### config.mk
export PLATFORM = sky130hd
export DESIGN_NAME = bit_serializer
export DESIGN_NICKNAME = d
export VERILOG_FILES = /design/src/rtl/bit_serializer.sv
export SDC_FILE = /design/constraint.sdc
export NUM_CORES = 1
export LEC_CHECK = 0
export ABC_AREA = 1
export CAP_MARGIN = 0
export CELL_PAD_IN_SITES_DETAIL_PLACEMENT = 1
export CELL_PAD_IN_SITES_GLOBAL_PLACEMENT = 2
export CORE_AREA = 2 2 53 68
export DETAILED_ROUTE_END_ITERATION = 7
export DIE_AREA = 0 0 55 70
export MAX_ROUTING_LAYER = met4
export PLACE_DENSITY_LB_ADDON = 0.1
export SLEW_MARGIN = 30
export SYNTH_ARGS = -nofsm -noshare
export SYNTH_HDL_FRONTEND = slang
export SYNTH_SLANG_ARGS = --single-unit
### constraint.sdc
create_clock -name clk -period 2 [get_ports clk]
set_input_delay 0.4 -clock clk [delete_from_list [all_inputs] [get_ports clk]]
set_output_delay 0.4 -clock clk [all_outputs]
set_load 0.05 [all_outputs]
### src/rtl/bit_serializer.sv
// -----------------------------------------------------------------------------
// bit_serializer
//
// Purpose:
//   Parallel-to-serial converter. The source deposits a WIDTH-bit word into a
//   one-word holding register. A shift engine then emits it MSB first, one bit
//   per clock. When the holding register is refilled before the last bit of
//   the current word, the next word follows with no idle cycle.
//
// Handshake:
//   A word is accepted at a rising edge where in_valid=1 and in_ready=1.
//   in_ready is a plain register decode (!hold_full), so nothing
//   combinational runs from in_valid/in_data to in_ready. The source must hold
//   in_valid and in_data stable until the accepting edge. There is no
//   backpressure on the serial side: d_valid qualifies d_out cycle by cycle.
//
// Ports:
//   clk         in   rising-edge clock
//   reset_n     in   asynchronous active-low reset
//   clr         in   synchronous abort; drops held and in-flight data
//   in_valid    in   source presents a word
//   in_data     in   [WIDTH-1:0] parallel word, captured on accept
//   in_ready    out  holding register empty
//   d_out       out  registered serial bit (0 whenever d_valid=0)
//   d_valid     out  registered qualifier for d_out
//   busy        out  engine not IDLE or holding register full
//   o_dbg_state out  [1:0] current engine state (0=IDLE, 1=SHIFT, 2=PAR)
//
// Build option:
//   BIT_SERIALIZER_PARITY_EN - when defined, each word is followed by one
//   even-parity bit (XOR of the word) in a PAR state, so each word takes
//   WIDTH+1 cycles. When undefined, there is no PAR state and no parity logic.
// -----------------------------------------------------------------------------
module bit_serializer #(
   parameter int WIDTH = 8
) (
   input  logic             clk,
   input  logic             reset_n,
   input  logic             clr,
   input  logic             in_valid,
   input  logic [WIDTH-1:0] in_data,
   output logic             in_ready,
   output logic             d_out,
   output logic             d_valid,
   output logic             busy,
   output logic [1:0]       o_dbg_state
);

   localparam int CNT_W = $clog2(WIDTH);
   localparam logic [CNT_W-1:0] LAST_BIT = CNT_W'(WIDTH - 1);

   typedef enum logic [1:0] {
      IDLE  = 2'd0,
      SHIFT = 2'd1
`ifdef BIT_SERIALIZER_PARITY_EN
      ,
      PAR   = 2'd2
`endif
   } state_t;

   // Registered state
   state_t             r_state;
   logic [WIDTH-1:0]   r_hold;
   logic               r_hold_full;
   logic [WIDTH-1:0]   r_shreg;
   logic [CNT_W-1:0]   r_bit_cnt;
   logic               r_d_out;
   logic               r_d_valid;
`ifdef BIT_SERIALIZER_PARITY_EN
   logic               r_parity;
   logic               w_parity_nxt;
`endif

   // Next-state values
   state_t             w_state_nxt;
   logic [WIDTH-1:0]   w_hold_nxt;
   logic               w_hold_full_nxt;
   logic [WIDTH-1:0]   w_shreg_nxt;
   logic [CNT_W-1:0]   w_bit_cnt_nxt;
   logic               w_d_out_nxt;
   logic               w_d_valid_nxt;
   logic               w_accept;
   logic               w_load;
   logic [WIDTH-1:0]   w_shreg_shl;

   // Accept only needs an empty hold; load only fires with a full hold,
   // so the two never happen in the same cycle.
   assign w_accept    = in_valid && !r_hold_full;
   // r_shreg keeps the bit now on d_out in its MSB. Shifting left brings
   // the next bit to the MSB position.
   assign w_shreg_shl = r_shreg << 1;

   // -------------------------------------------------------------------------
   // Next-state / output logic
   // -------------------------------------------------------------------------
   always_comb begin
      w_state_nxt     = r_state;
      w_hold_nxt      = r_hold;
      w_hold_full_nxt = r_hold_full;
      w_shreg_nxt     = r_shreg;
      w_bit_cnt_nxt   = r_bit_cnt;
      w_d_out_nxt     = 1'b0;
      w_d_valid_nxt   = 1'b0;
      w_load          = 1'b0;
`ifdef BIT_SERIALIZER_PARITY_EN
      w_parity_nxt    = r_parity;
`endif

      if (w_accept) begin
         w_hold_nxt      = in_data;
         w_hold_full_nxt = 1'b1;
      end

      case (r_state)
         IDLE: begin
            w_load = r_hold_full;
         end
         SHIFT: begin
            if (r_bit_cnt != LAST_BIT) begin
               w_bit_cnt_nxt = r_bit_cnt + CNT_W'(1);
               w_shreg_nxt   = w_shreg_shl;
               w_d_out_nxt   = w_shreg_shl[WIDTH-1];
               w_d_valid_nxt = 1'b1;
            end else begin
`ifdef BIT_SERIALIZER_PARITY_EN
               w_state_nxt   = PAR;
               w_d_out_nxt   = r_parity;
               w_d_valid_nxt = 1'b1;
`else
               // Last data bit ends here: chain straight into the next word
               // if one is waiting, otherwise go idle.
               w_load = r_hold_full;
               if (!r_hold_full) begin
                  w_state_nxt = IDLE;
               end
`endif
            end
         end
`ifdef BIT_SERIALIZER_PARITY_EN
         PAR: begin
            w_load = r_hold_full;
            if (!r_hold_full) begin
               w_state_nxt = IDLE;
            end
         end
`endif
         default: begin
            w_state_nxt = IDLE;
         end
      endcase

      if (w_load) begin
         w_state_nxt     = SHIFT;
         w_shreg_nxt     = r_hold;
         w_bit_cnt_nxt   = '0;
         w_d_out_nxt     = r_hold[WIDTH-1];
         w_d_valid_nxt   = 1'b1;
         w_hold_full_nxt = 1'b0;
`ifdef BIT_SERIALIZER_PARITY_EN
         w_parity_nxt    = ^r_hold;
`endif
      end

      // Abort wins over everything above, including a same-cycle accept.
      if (clr) begin
         w_state_nxt     = IDLE;
         w_hold_full_nxt = 1'b0;
         w_bit_cnt_nxt   = '0;
         w_d_out_nxt     = 1'b0;
         w_d_valid_nxt   = 1'b0;
      end
   end

   // -------------------------------------------------------------------------
   // State registers
   // -------------------------------------------------------------------------
   always_ff @(posedge clk or negedge reset_n) begin
      if (!reset_n) begin
         r_state     <= IDLE;
         r_hold      <= '0;
         r_hold_full <= 1'b0;
         r_shreg     <= '0;
         r_bit_cnt   <= '0;
         r_d_out     <= 1'b0;
         r_d_valid   <= 1'b0;
`ifdef BIT_SERIALIZER_PARITY_EN
         r_parity    <= 1'b0;
`endif
      end else begin
         r_state     <= w_state_nxt;
         r_hold      <= w_hold_nxt;
         r_hold_full <= w_hold_full_nxt;
         r_shreg     <= w_shreg_nxt;
         r_bit_cnt   <= w_bit_cnt_nxt;
         r_d_out     <= w_d_out_nxt;
         r_d_valid   <= w_d_valid_nxt;
`ifdef BIT_SERIALIZER_PARITY_EN
         r_parity    <= w_parity_nxt;
`endif
      end
   end

   assign in_ready    = !r_hold_full;
   assign d_out       = r_d_out;
   assign d_valid     = r_d_valid;
   assign busy        = (r_state != IDLE) || r_hold_full;
   assign o_dbg_state = r_state;

endmodule

==> impl_metrics.env <==
export IMPL_core_sq_mm=0.00330
export IMPL_outcome="finished clean"
export IMPL_postCtsSetupBuffers=0
export IMPL_cts_root_buf="clkbuf_8"
export IMPL_dp_hpwl_mm=1.64
export IMPL_numCtsBuffers=3
export IMPL_final_setup_skew_ns=0.00350
export IMPL_hold_viol=0
export IMPL_synth_top_cells_by_area="dfrtp_1 56%, nand3_1 15%, nand2_1 13%"
export IMPL_routed_wl_met2_mm=1.15
export IMPL_path_cells="clkdlybuf4s50_1"
export IMPL_cts_resized_gates=0
export IMPL_synth_edf_count=0
export IMPL_postCtsHoldBufs=0
export IMPL_crit_path_end_kind="output port"
export IMPL_regArea_sq_um=551
export IMPL_path_buf_inv=1
export IMPL_critPathKind="flop to output port"
export IMPL_die_w_microns=55
export IMPL_routed_wl_mm=2.25
export IMPL_yosys_area_top_type="dfrtp_1"
export IMPL_ant_nets=0
export IMPL_synth_distinct_cells=15
export IMPL_tns_ns=0
export IMPL_grt_max_degree=23
export IMPL_hold_ws_ns=0.480
export IMPL_wl_met3_microns=89
export IMPL_num_rows=24
export IMPL_syn_mean_instance_area_sq_um=8.85
export IMPL_clkLatencyLatePin_ns=0.26
export IMPL_grt_pass1_vias=873
export IMPL_ys_seq_elements=22
export IMPL_cts_reportedPaths_clkPinSlew_ns=0.08
export IMPL_startpoint_type="flop"
export IMPL_arrival_ns=1.47
export IMPL_min_period_ns=1.87
export IMPL_io_buffers=16
export IMPL_synth_top_area_share_pct=55.6
export IMPL_multi_input_area_sq_um=364
export IMPL_htree_levels=1
export IMPL_powerDensity_mw_per_mm2=882
export IMPL_drt_iter0_drc=16
export IMPL_grt_pass1_wl_mm=4.00
export IMPL_finalNetCount=145
export IMPL_fillers=406
export IMPL_drc=0
export IMPL_cpMaxStageDelayCell="clkdlybuf4s50_1"
export IMPL_grtUsageTotal_pct=14.4
export IMPL_syn_nets=126
export IMPL_fin_crit_sh_pct=93.7
export IMPL_antenna_found_initial=0
export IMPL_worst_path_largest_cell_delay_ns=0.82
export IMPL_critPathTopFamily="buffers and inverters"
export IMPL_setup_ws_ns=0.126
export IMPL_clock_path_buffers=2
export IMPL_hold_path_class="flop to flop"
export IMPL_top_layer="met4"
export IMPL_m1WireLength_microns=995
export IMPL_ys_warn_count=0
export IMPL_rsz0062_at_grt="false"
export IMPL_peakVddDrop_uv=537
export IMPL_finalSetupViolCount=0
export IMPL_synth_cells=112
export IMPL_dieArea_sq_mm=0.00385
export IMPL_dr_total_vias=816
export IMPL_first_pass_iters=4
export IMPL_grt_overflow=0
export IMPL_avgRoutedWirePerCell_microns=13.3
export IMPL_syn2layout_area_growth_pct=26.6
export IMPL_fmaxAchievable_ghz=0.534
export IMPL_cts_sinks=22
export IMPL_start_util_pct=30.0
export IMPL_syn_area_sq_um=991
export IMPL_tritoncts="done"
export IMPL_diodes=0
export IMPL_finalMaxSlewViolations=0
export IMPL_post_synth_top_count_cell="nand2_1"
export IMPL_p_leak_uw=0.000632
export IMPL_ys_flop_type="dfrtp_1"
export IMPL_io_pins=18
export IMPL_cap_viol_max_count=0
export IMPL_fin_util_pct=38.0
export IMPL_via_per_inst=4.83
export IMPL_crit_required_ns=1.60
export IMPL_path_max_fanout=4
export IMPL_drive_gt1_share_pct=11.5
export IMPL_ys_async_sr_fraction_pct=100
export IMPL_synthTopCellsByCount="34 x nand2_1, 29 x nand3_1, 22 x dfrtp_1"
export IMPL_gp_congestion=0.657
export IMPL_die_y_microns=70
export IMPL_post_place_ws_ns=0.391
export IMPL_seq_area_frac_synth_pct=55.6
[state kept, by name, indices dropped and copies added (netlist names)]
register and flops:
d_out 1, d_valid 1, o_dbg_state 1, r_bit_cnt 3, r_hold 8, r_hold_full 1, r_shreg 7
[per-stage QoR]
stage	total power (uW)	instance area, sq um	cells
finish	1110	1250	169
floorplan	706	991	112
CTS	1120	1250	169
global route	1190	1250	169
detailed placement	800	1200	165
global placement	793	1200	165
[worst paths after layout]
kind                            cells after the start  slack, ns              to           start
worst max-delay path                                1       0.13  o_dbg_state[0]  o_dbg_state[0]
min in group asynchronous                           2       0.49    r_bit_cnt[1]         reset_n
worst min-delay path                                2       0.48       r_hold[0]       r_hold[0]
worst max register to register                      7       0.37           d_out    r_bit_cnt[0]
max in group asynchronous                           2       1.29      r_shreg[4]         reset_n
worst min register to register                      2       0.48       r_hold[0]       r_hold[0]
[cells in the final DEF, fill, tap and decap left out, drive strengths merged]
master,count
nand2,36
nand4,3
buf,7
nand3,29
dfrtp,22
nor2,5
clkdlybuf4s50,14
clkbuf,4
conb,1
ha,2
a21oi,2
inv,5
[cells by family after synthesis]
logic type,after synthesis,synth area share [%]
simple gates,73,32.8
flops,22,55.6
buf+inv,12,7.70
compound gates,2,1.01
fa+ha+maj,2,2.52
other cells,1,0.378
[layer usage]
metal	track usage, %	vias to the layer above
met5	-	-
met4	4.07	0
met3	2.56	2
met2	23.0	17
met1	18.4	397
li1	-	400
[where the power goes]
| part | switching (uW) | leakage, uW | internal (uW) |
|---|---|---|---|
| clock network | 145 | 0.0000288 | 175 |
| logic | 138 | 0.000320 | 96.9 |
| registers | 38.3 | 0.000283 | 514 |
[area by class of cell]
cell class	instances	share of cell area, %
timing repair buffer	21	17.3
sequential	22	43.9
clock buffer	4	4.39
multi-input combinational	78	29.0
inverter	5	1.50
tap	39	3.89
No activity file was read; power rests on OpenSTA's default activity.
